<file path="src/rtl/alu_mul_seq.sv">
// alu_mul_seq: 16x16 unsigned shift-add multiply sequencer driving a shared ALU.
// Produces the low 16 bits of the product plus a sticky overflow flag.
module alu_mul_seq (
   input  logic        clk,
   input  logic        rst,
   input  logic        start,
   input  logic [15:0] mcand,
   input  logic [15:0] mplier,
   output logic        busy,
   output logic        done,
   output logic [15:0] product,
   output logic        ovfl,
   output logic [3:0]  alu_op,
   output logic [15:0] alu_in1,
   output logic [15:0] alu_in2,
   input  logic [15:0] alu_out
);
   typedef enum logic [1:0] {IDLE, ADD, SHL, DONE} state_t;
   state_t state, state_n;
   logic [15:0] acc, mc, mp, mp_sh;

   assign mp_sh   = mp >> 1;
   assign busy    = state != IDLE;
   assign done    = state == DONE;
   assign product = acc;

   always_ff @(posedge clk or posedge rst)
      if (rst) state <= IDLE;
      else state <= state_n;

   always_comb begin
      state_n = state;
      alu_op  = state == SHL ? 4'b0100 : 4'b0000;
      alu_in1 = state == ADD ? acc : state == SHL ? mc : 16'h0000;
      alu_in2 = state == ADD ? mc : state == SHL ? 16'h0001 : 16'h0000;
      case (state)
         IDLE: if (start) state_n = mplier == 16'h0000 ? DONE : mplier[0] ? ADD : SHL;
         ADD:  state_n = SHL;
         SHL:  state_n = mp_sh == 16'h0000 ? DONE : mp[1] ? ADD : SHL;
         default: state_n = IDLE;
      endcase
   end

   // Overflow is sticky: a carry out of the add, or a set bit shifted out while multiplier bits remain.
   always_ff @(posedge clk or posedge rst)
      if (rst) begin
         acc  <= '0;
         mc   <= '0;
         mp   <= '0;
         ovfl <= 1'b0;
      end else begin
         case (state)
            IDLE: if (start) begin
               acc  <= '0;
               mc   <= mcand;
               mp   <= mplier;
               ovfl <= 1'b0;
            end
            ADD: begin
               acc <= alu_out;
               if (alu_out < acc) ovfl <= 1'b1;
            end
            SHL: begin
               mc <= alu_out;
               mp <= mp_sh;
               if (mc[15] && mp_sh != 16'h0000) ovfl <= 1'b1;
            end
            default: ;
         endcase
      end
endmodule

</file>
<file path="config.mk">
export PLATFORM = sky130hd
export DESIGN_NAME = alu_mul_seq
export DESIGN_NICKNAME = d
export VERILOG_FILES = /design/src/rtl/alu_mul_seq.sv
export SDC_FILE = /design/constraint.sdc
export NUM_CORES = 1
export LEC_CHECK = 0
export ABC_AREA = 1
export ABC_CLOCK_PERIOD_IN_PS = 2000
export BUFFER_PORTS_ARGS = -buffer_cell sky130_fd_sc_hd__buf_4
export CAP_MARGIN = 10
export CORE_ASPECT_RATIO = 0.8
export CORE_UTILIZATION = 35
export DETAILED_ROUTE_END_ITERATION = 10
export SYNTH_ARGS = -nofsm -noshare
export SYNTH_HDL_FRONTEND = slang
export SYNTH_SLANG_ARGS = --single-unit
export TNS_END_PERCENT = 1
</file>
<file path="constraint.sdc">
create_clock -name clk -period 2 [get_ports clk]
set_clock_uncertainty 0.2 [all_clocks]
set_input_delay 0.4 -clock clk [delete_from_list [all_inputs] [get_ports clk]]
set_output_delay 0.4 -clock clk [all_outputs]
set_load 0.03 [all_outputs]
</file>
; Yosys cells after proc, flatten, opt, wreduce, memory -nomap -nowiden
; Cells that the tools add are included.
[word_totals]
reg_bits = 51
input_bits = 51
out_inout_bits = 55
elab_cells = 45
[op_classes]
order_cmp = 1
n_eq_ne = 6
n_mux = 21
reduce_logical = 12
[ops]
columns = operator, count
row1 = two-way mux 16 bit, 6
row2 = one-hot mux 16 bit (2 select lines), 3
row3 = logical NOT 16 bit, 2
row4 = less-than comparator 16 bit, 1
row5 = nonzero test 16 bit, 1
row6 = two-way mux 2 bit, 5
row7 = one-hot mux 2 bit (3 select lines), 1
row8 = nonzero test 2 bit, 3
row9 = "== test 2 bit, second input constant", 2
row10 = two-way mux 1 bit, 4
row11 = "!= test 2 x 1 -> 1 bit, second input constant", 2
row12 = AND reduction 2 bit, 2
row13 = AND reduction 4 bit, 1
row14 = two-way mux 3 bit, 1
row15 = one-hot mux 1 bit (3 select lines), 1
row16 = nonzero test 3 bit, 1
row17 = "== test 2 x 1 -> 1 bit, second input constant", 1
row18 = logical NOT 2 bit, 1
row19 = "!= test 2 bit, second input constant", 1
row20 = logical AND 1 bit, 1

; Depth between registers and ports, before layout
[logic_depth]
depth_word = 4
ltp_mapped = 14
depth_no_buf = 14

; Worst setup path before layout
; Ideal clock, no wire load.
[synth_timing]
path_type = register -> output
from = register state[0]
to = output alu_in1[0]
arrival_time_ps = 1954
t_required_ps = 1400
slack_ps = -554
path_stages_with_launch = 7
path_buffers = 2
cell_sequence = dfrtp_1 inv_1 ha_1 buf_2 buf_1 nand2_1 o22ai_1
[synth_between]
elab_chain_cells = 3
word_cells_on_any_way = 4
classes_between = 2 x eq/ne / 2 x mux
[synth_lines]
columns = element, line
row1 = start: declaration, 19  ; state_t state, state_n;
row2 = start signal: assignment, 29  ; else state <= state_n;
row3 = == test 2 bit, 34  ; alu_in1 = state == ADD ? acc : state == SHL ? mc : 16'h0000;
row4 = two-way mux 16 bit, 34
row5 = two-way mux 16 bit (*), 34
row6 = end: declaration, 14  ; output logic [15:0] alu_in1,
; Mark *: on every way between the ends. The rest lies on a longest branch, timed or not.

; Final worst setup path
[layout_timing]
from = register state[0]
to = output alu_in1[11]
; Same word-level chain as after synthesis.

==> reports/metrics.json <==
{
  "status": {"value": "complete, but fails checks"},
  "violations": {"value": "setup timing"},
  "pin_count": {"value": 106},
  "fin_cells": {"value": 647},
  "std_cell_rows": {"value": 30},
  "clock_power_share": {"value": 0.068},
  "worst-endpoint-required": {"value": 1.40, "unit": "ns"},
  "reg2reg_depth": {"value": 8},
  "initial_utilization": {"value": 0.363},
  "worst_setup_hold_path_clk_slew": {"value": 0.09, "unit": "ns"},
  "global_route.usage.total": {"value": 0.220},
  "synth_commonest_cells": {"value": "sky130_fd_sc_hd__nand2_1 (91), sky130_fd_sc_hd__inv_1 (60), sky130_fd_sc_hd__dfrtp_1 (50), sky130_fd_sc_hd__o21ai_0 (50), sky130_fd_sc_hd__nand3_1 (37)"},
  "worstHoldPathCells": {"value": 3},
  "switching_share_of_power": {"value": 0.493},
  "clk-insertion-delay-late": {"value": 0.31, "unit": "ns"},
  "ys.flop_type": {"value": "sky130_fd_sc_hd__dfrtp_1"},
  "drt-initial-drc-count": {"value": 195},
  "synth.area.top_cells": {"value": "sky130_fd_sc_hd__dfrtp_1 (40%), sky130_fd_sc_hd__nand2_1 (11%), sky130_fd_sc_hd__o21ai_0 (8.1%)"},
  "crit_path_start_kind": {"value": "flip-flop"},
  "slowest_delay": {"value": 0.44, "unit": "ns"},
  "cellLeakagePower": {"value": 2.38, "unit": "nW"},
  "route.detailed.vias_per_inst": {"value": 4.98},
  "ffs_latches_synth": {"value": 50},
  "crit_path_max_fanout": {"value": 7},
  "maxCapViolations": {"value": 0},
  "antenna_found_initial": {"value": 0},
  "tritoncts": {"value": "done"},
  "reg2reg_to": {"value": "mc[3]$_DFFE_PP0P_"},
  "yosys_warnings": {"value": 0},
  "setup_crit_end_kind": {"value": "output port"},
  "ir_worst_vdd": {"value": 0.000733, "unit": "V"},
  "final_layout_size_suffix_gt1_frac": {"value": 0.379},
  "min-delay-start": {"value": "mplier[8]"},
  "num-nets-final": {"value": 605},
  "min-delay-path-class": {"value": "in -> reg"},
  "pwr-share-seq": {"value": 0.216},
  "totalWireLength": {"value": 9800, "unit": "um"},
  "setup-violations-final": {"value": 33},
  "syn_area_cell": {"value": 7.46, "unit": "um^2"},
  "worst_hold_path.endpoint": {"value": "mp[8]$_DFFE_PP0P_"},
  "yosysMostFrequentCell": {"value": "sky130_fd_sc_hd__nand2_1"},
  "count_of_inserted_antenna_diode_cells": {"value": 0},
  "dpl.hpwl": {"value": 6680, "unit": "um"},
  "p_per_area": {"value": 1760, "unit": "nW/um^2"},
  "combinationalPowerShare": {"value": 0.715},
  "place_worst_setup_slack": {"value": 0.0554, "unit": "ns"},
  "grt_start_max_net_pins": {"value": 51},
  "syn2layout_area_growth": {"value": 58.1, "unit": "%"},
  "drt_pre_antenna_iters": {"value": 5},
  "average_wire_length_per_cell_after_detail_routing": {"value": 15.1, "unit": "um"},
  "final_hold_viol_count": {"value": 0},
  "slowest_cell_on_crit_path": {"value": "sky130_fd_sc_hd__dfrtp_1"},
  "maxClockFrequency": {"value": 0.472, "unit": "GHz"},
  "mappedNetlistArea": {"value": 3100, "unit": "um^2"},
  "timing_worst_setup_path_type": {"value": "reg -> out"},
  "die_x": {"value": 107, "unit": "um"},
  "switchingPower": {"value": 4.25, "unit": "mW"},
  "crit_path_cell_trace": {"value": "inv_2, ha_4, buf_8, nand3_2, o21ai_4, buf_6"},
  "cts.sinks": {"value": 50},
  "vias_in_the_first_global_route": {"value": 3082},
  "final.min_clock_period": {"value": 2.12, "unit": "ns"},
  "ys_types": {"value": 27},
  "drc": {"value": 0},
  "maximum_number_of_buffers_from_clock_root_to_sink": {"value": 2},
  "total_power": {"value": 8.63, "unit": "mW"},
  "grt_overflow": {"value": 0},
  "setup_repair_after_global_routing_missed_its_margin": {"value": "yes"},
  "htree_num_levels": {"value": 2},
  "share_of_the_yosys_chip_area_belonging_to_registers": {"value": 0.403},
  "synth.largest_area_cell": {"value": "sky130_fd_sc_hd__dfrtp_1"},
  "finalSetupTns": {"value": -2.74, "unit": "ns"},
  "synth-edff-count": {"value": 0},
  "placed_cells_incl_taps": {"value": 629},
  "root_buffer": {"value": "sky130_fd_sc_hd__clkbuf_8"},
  "antenna_violating_nets_post_route": {"value": 0},
  "synthArstFlopShare": {"value": 1.00},
  "worst_r2r_start": {"value": "state[0]$_DFFE_PP0N_"},
  "core-area": {"value": 8560, "unit": "um^2"},
  "grt_pass1_wl": {"value": 15500, "unit": "um"},
  "place_congestion": {"value": 0.768},
  "crit_arrival": {"value": 1.52, "unit": "ns"},
  "numPortBuffers": {"value": 102},
  "regToRegSetupSlack": {"value": 0.11, "unit": "ns"},
  "postLayoutSetupSlackWorst": {"value": -0.117, "unit": "ns"},
  "final_max_slew_viol_count": {"value": 0},
  "internal_power": {"value": 4.38, "unit": "mW"},
  "finalCritPeriodShare": {"value": 1.06},
  "syn-instance-count": {"value": 416},
  "vias": {"value": 3223},
  "floorplan.die.height": {"value": 86.2, "unit": "um"},
  "tritoncts.num_buffers": {"value": 5},
  "die-area": {"value": 9250, "unit": "um^2"},
  "final.fill_count": {"value": 752},
  "top_area_cell_type_share_of_the_netlist_area": {"value": 0.403}
}
[per-stage QoR]
step | area (um^2) | utilization | hold WS (ns)
6_report | 4910 | 0.573 | 0.136
3_5_place_dp | 4300 | 0.503 | 0.279
5_1_grt | 4910 | 0.573 | 0.135
4_1_cts | 4880 | 0.570 | 0.128
3_3_place_gp | 4300 | 0.503 | 0.280
2_1_floorplan | 3290 | - | 0.316
[worst max-delay path, delay by kind of cell (launching register included)]
kind / cells / cell delay [ns]
flip-flops: 1 / 0.44
adder cells (fa/ha/maj): 1 / 0.20
AND/OR/NAND/NOR: 1 / 0.10
buffers and inverters: 3 / 0.39
AO/OA/AOI/OAI: 1 / 0.07
[sequential cells by signal, summed over array words and instances (netlist names)]
register  cells
state         2
product      16
mc           16
ovfl          1
mp           15
[cell families (layout without fill, tap and decap cells)]
kind of cell | count (synthesis) | count (layout) | synth area share
AOI/OAI and AO/OA | 93 | 93 | 0.175
buffers and inverters | 89 | 206 | 0.125
adders and majority gates | 19 | 19 | 0.0766
and+or+nand+nor | 164 | 164 | 0.219
DFF | 50 | 50 | 0.403
other | 1 | 3 | 0.00121
[how the worst max path moves through the flow]
stage                              start                      end  slack [ns]  depth (start not counted)
finish              state[0]$_DFFE_PP0N_              alu_in1[11]       -0.12                          6
global route        state[0]$_DFFE_PP0N_              alu_in1[10]       -0.20                          6
CTS                 state[0]$_DFFE_PP0N_              alu_in1[12]       -0.11                          6
detailed placement  state[1]$_DFFE_PP0N_  product[10]$_DFFE_PP0P_        0.06                          6
global placement    state[1]$_DFFE_PP0N_              alu_in2[13]        0.09                          6
floorplan           state[0]$_DFFE_PP0N_               alu_in1[0]      0.0002                          6
[power groups by stage]
stage	logic [mW]	registers (mW)	clock network, mW
floorplan	3.19	2.06	0
global placement	5.17	1.80	0
detailed placement	5.23	1.81	0
CTS	6.10	1.85	0.607
global route	6.67	1.92	0.651
finish	6.18	1.87	0.589
[cell type report]
class | count | area, um^2 | area share
multi-input combinational | 279 | 1800 | 0.367
timing repair buffer | 137 | 1400 | 0.284
sequential | 50 | 1250 | 0.255
inverter | 62 | 240 | 0.0490
tap | 112 | 140 | 0.0286
clock buffer | 6 | 72.6 | 0.0148
clock inverter | 1 | 7.51 | 0.00153
[layer usage]
metal | share of wire | global-route usage
met3 | 0.055 | 0.0346
met1 | 0.47 | 0.321
met4 | 0.014 | 0.0648
met2 | 0.46 | 0.338
met5 | 0 | 0
[cells in the final DEF (no fill, tap or decap), types with 5 or more instances in the layout]
| cell | instances |
|---|---|
| sky130_fd_sc_hd__inv_2 | 14 |
| sky130_fd_sc_hd__nand2_2 | 6 |
| sky130_fd_sc_hd__o211ai_1 | 15 |
| sky130_fd_sc_hd__o21ai_2 | 7 |
| sky130_fd_sc_hd__clkbuf_8 | 5 |
| sky130_fd_sc_hd__dfrtp_1 | 50 |
| sky130_fd_sc_hd__nand3_4 | 5 |
| sky130_fd_sc_hd__nand3_2 | 10 |
| sky130_fd_sc_hd__buf_12 | 9 |
| sky130_fd_sc_hd__buf_6 | 35 |
| sky130_fd_sc_hd__buf_4 | 85 |
| sky130_fd_sc_hd__nand2_1 | 84 |
| sky130_fd_sc_hd__nand3_1 | 22 |
| sky130_fd_sc_hd__inv_1 | 47 |
| sky130_fd_sc_hd__nor2_1 | 27 |
| sky130_fd_sc_hd__ha_1 | 16 |
| sky130_fd_sc_hd__o21ai_4 | 11 |
| sky130_fd_sc_hd__o21ai_0 | 34 |
| sky130_fd_sc_hd__a31oi_1 | 15 |
| sky130_fd_sc_hd__a21oi_1 | 7 |
[repair_timing]
| item | in CTS | in global routing |
|---|---|---|
| pin swaps | 4 | 6 |
| hold buffers | 1 | 0 |
| endpoints found under the hold margin | 50 | 0 |
| buffers inserted | 5 | 0 |
| endpoints found under the setup margin | 34 | 53 |
| gates cloned | 5 | 0 |
| gates resized for setup | 79 | 14 |
Note: power is estimated with default switching activity, not from simulation.
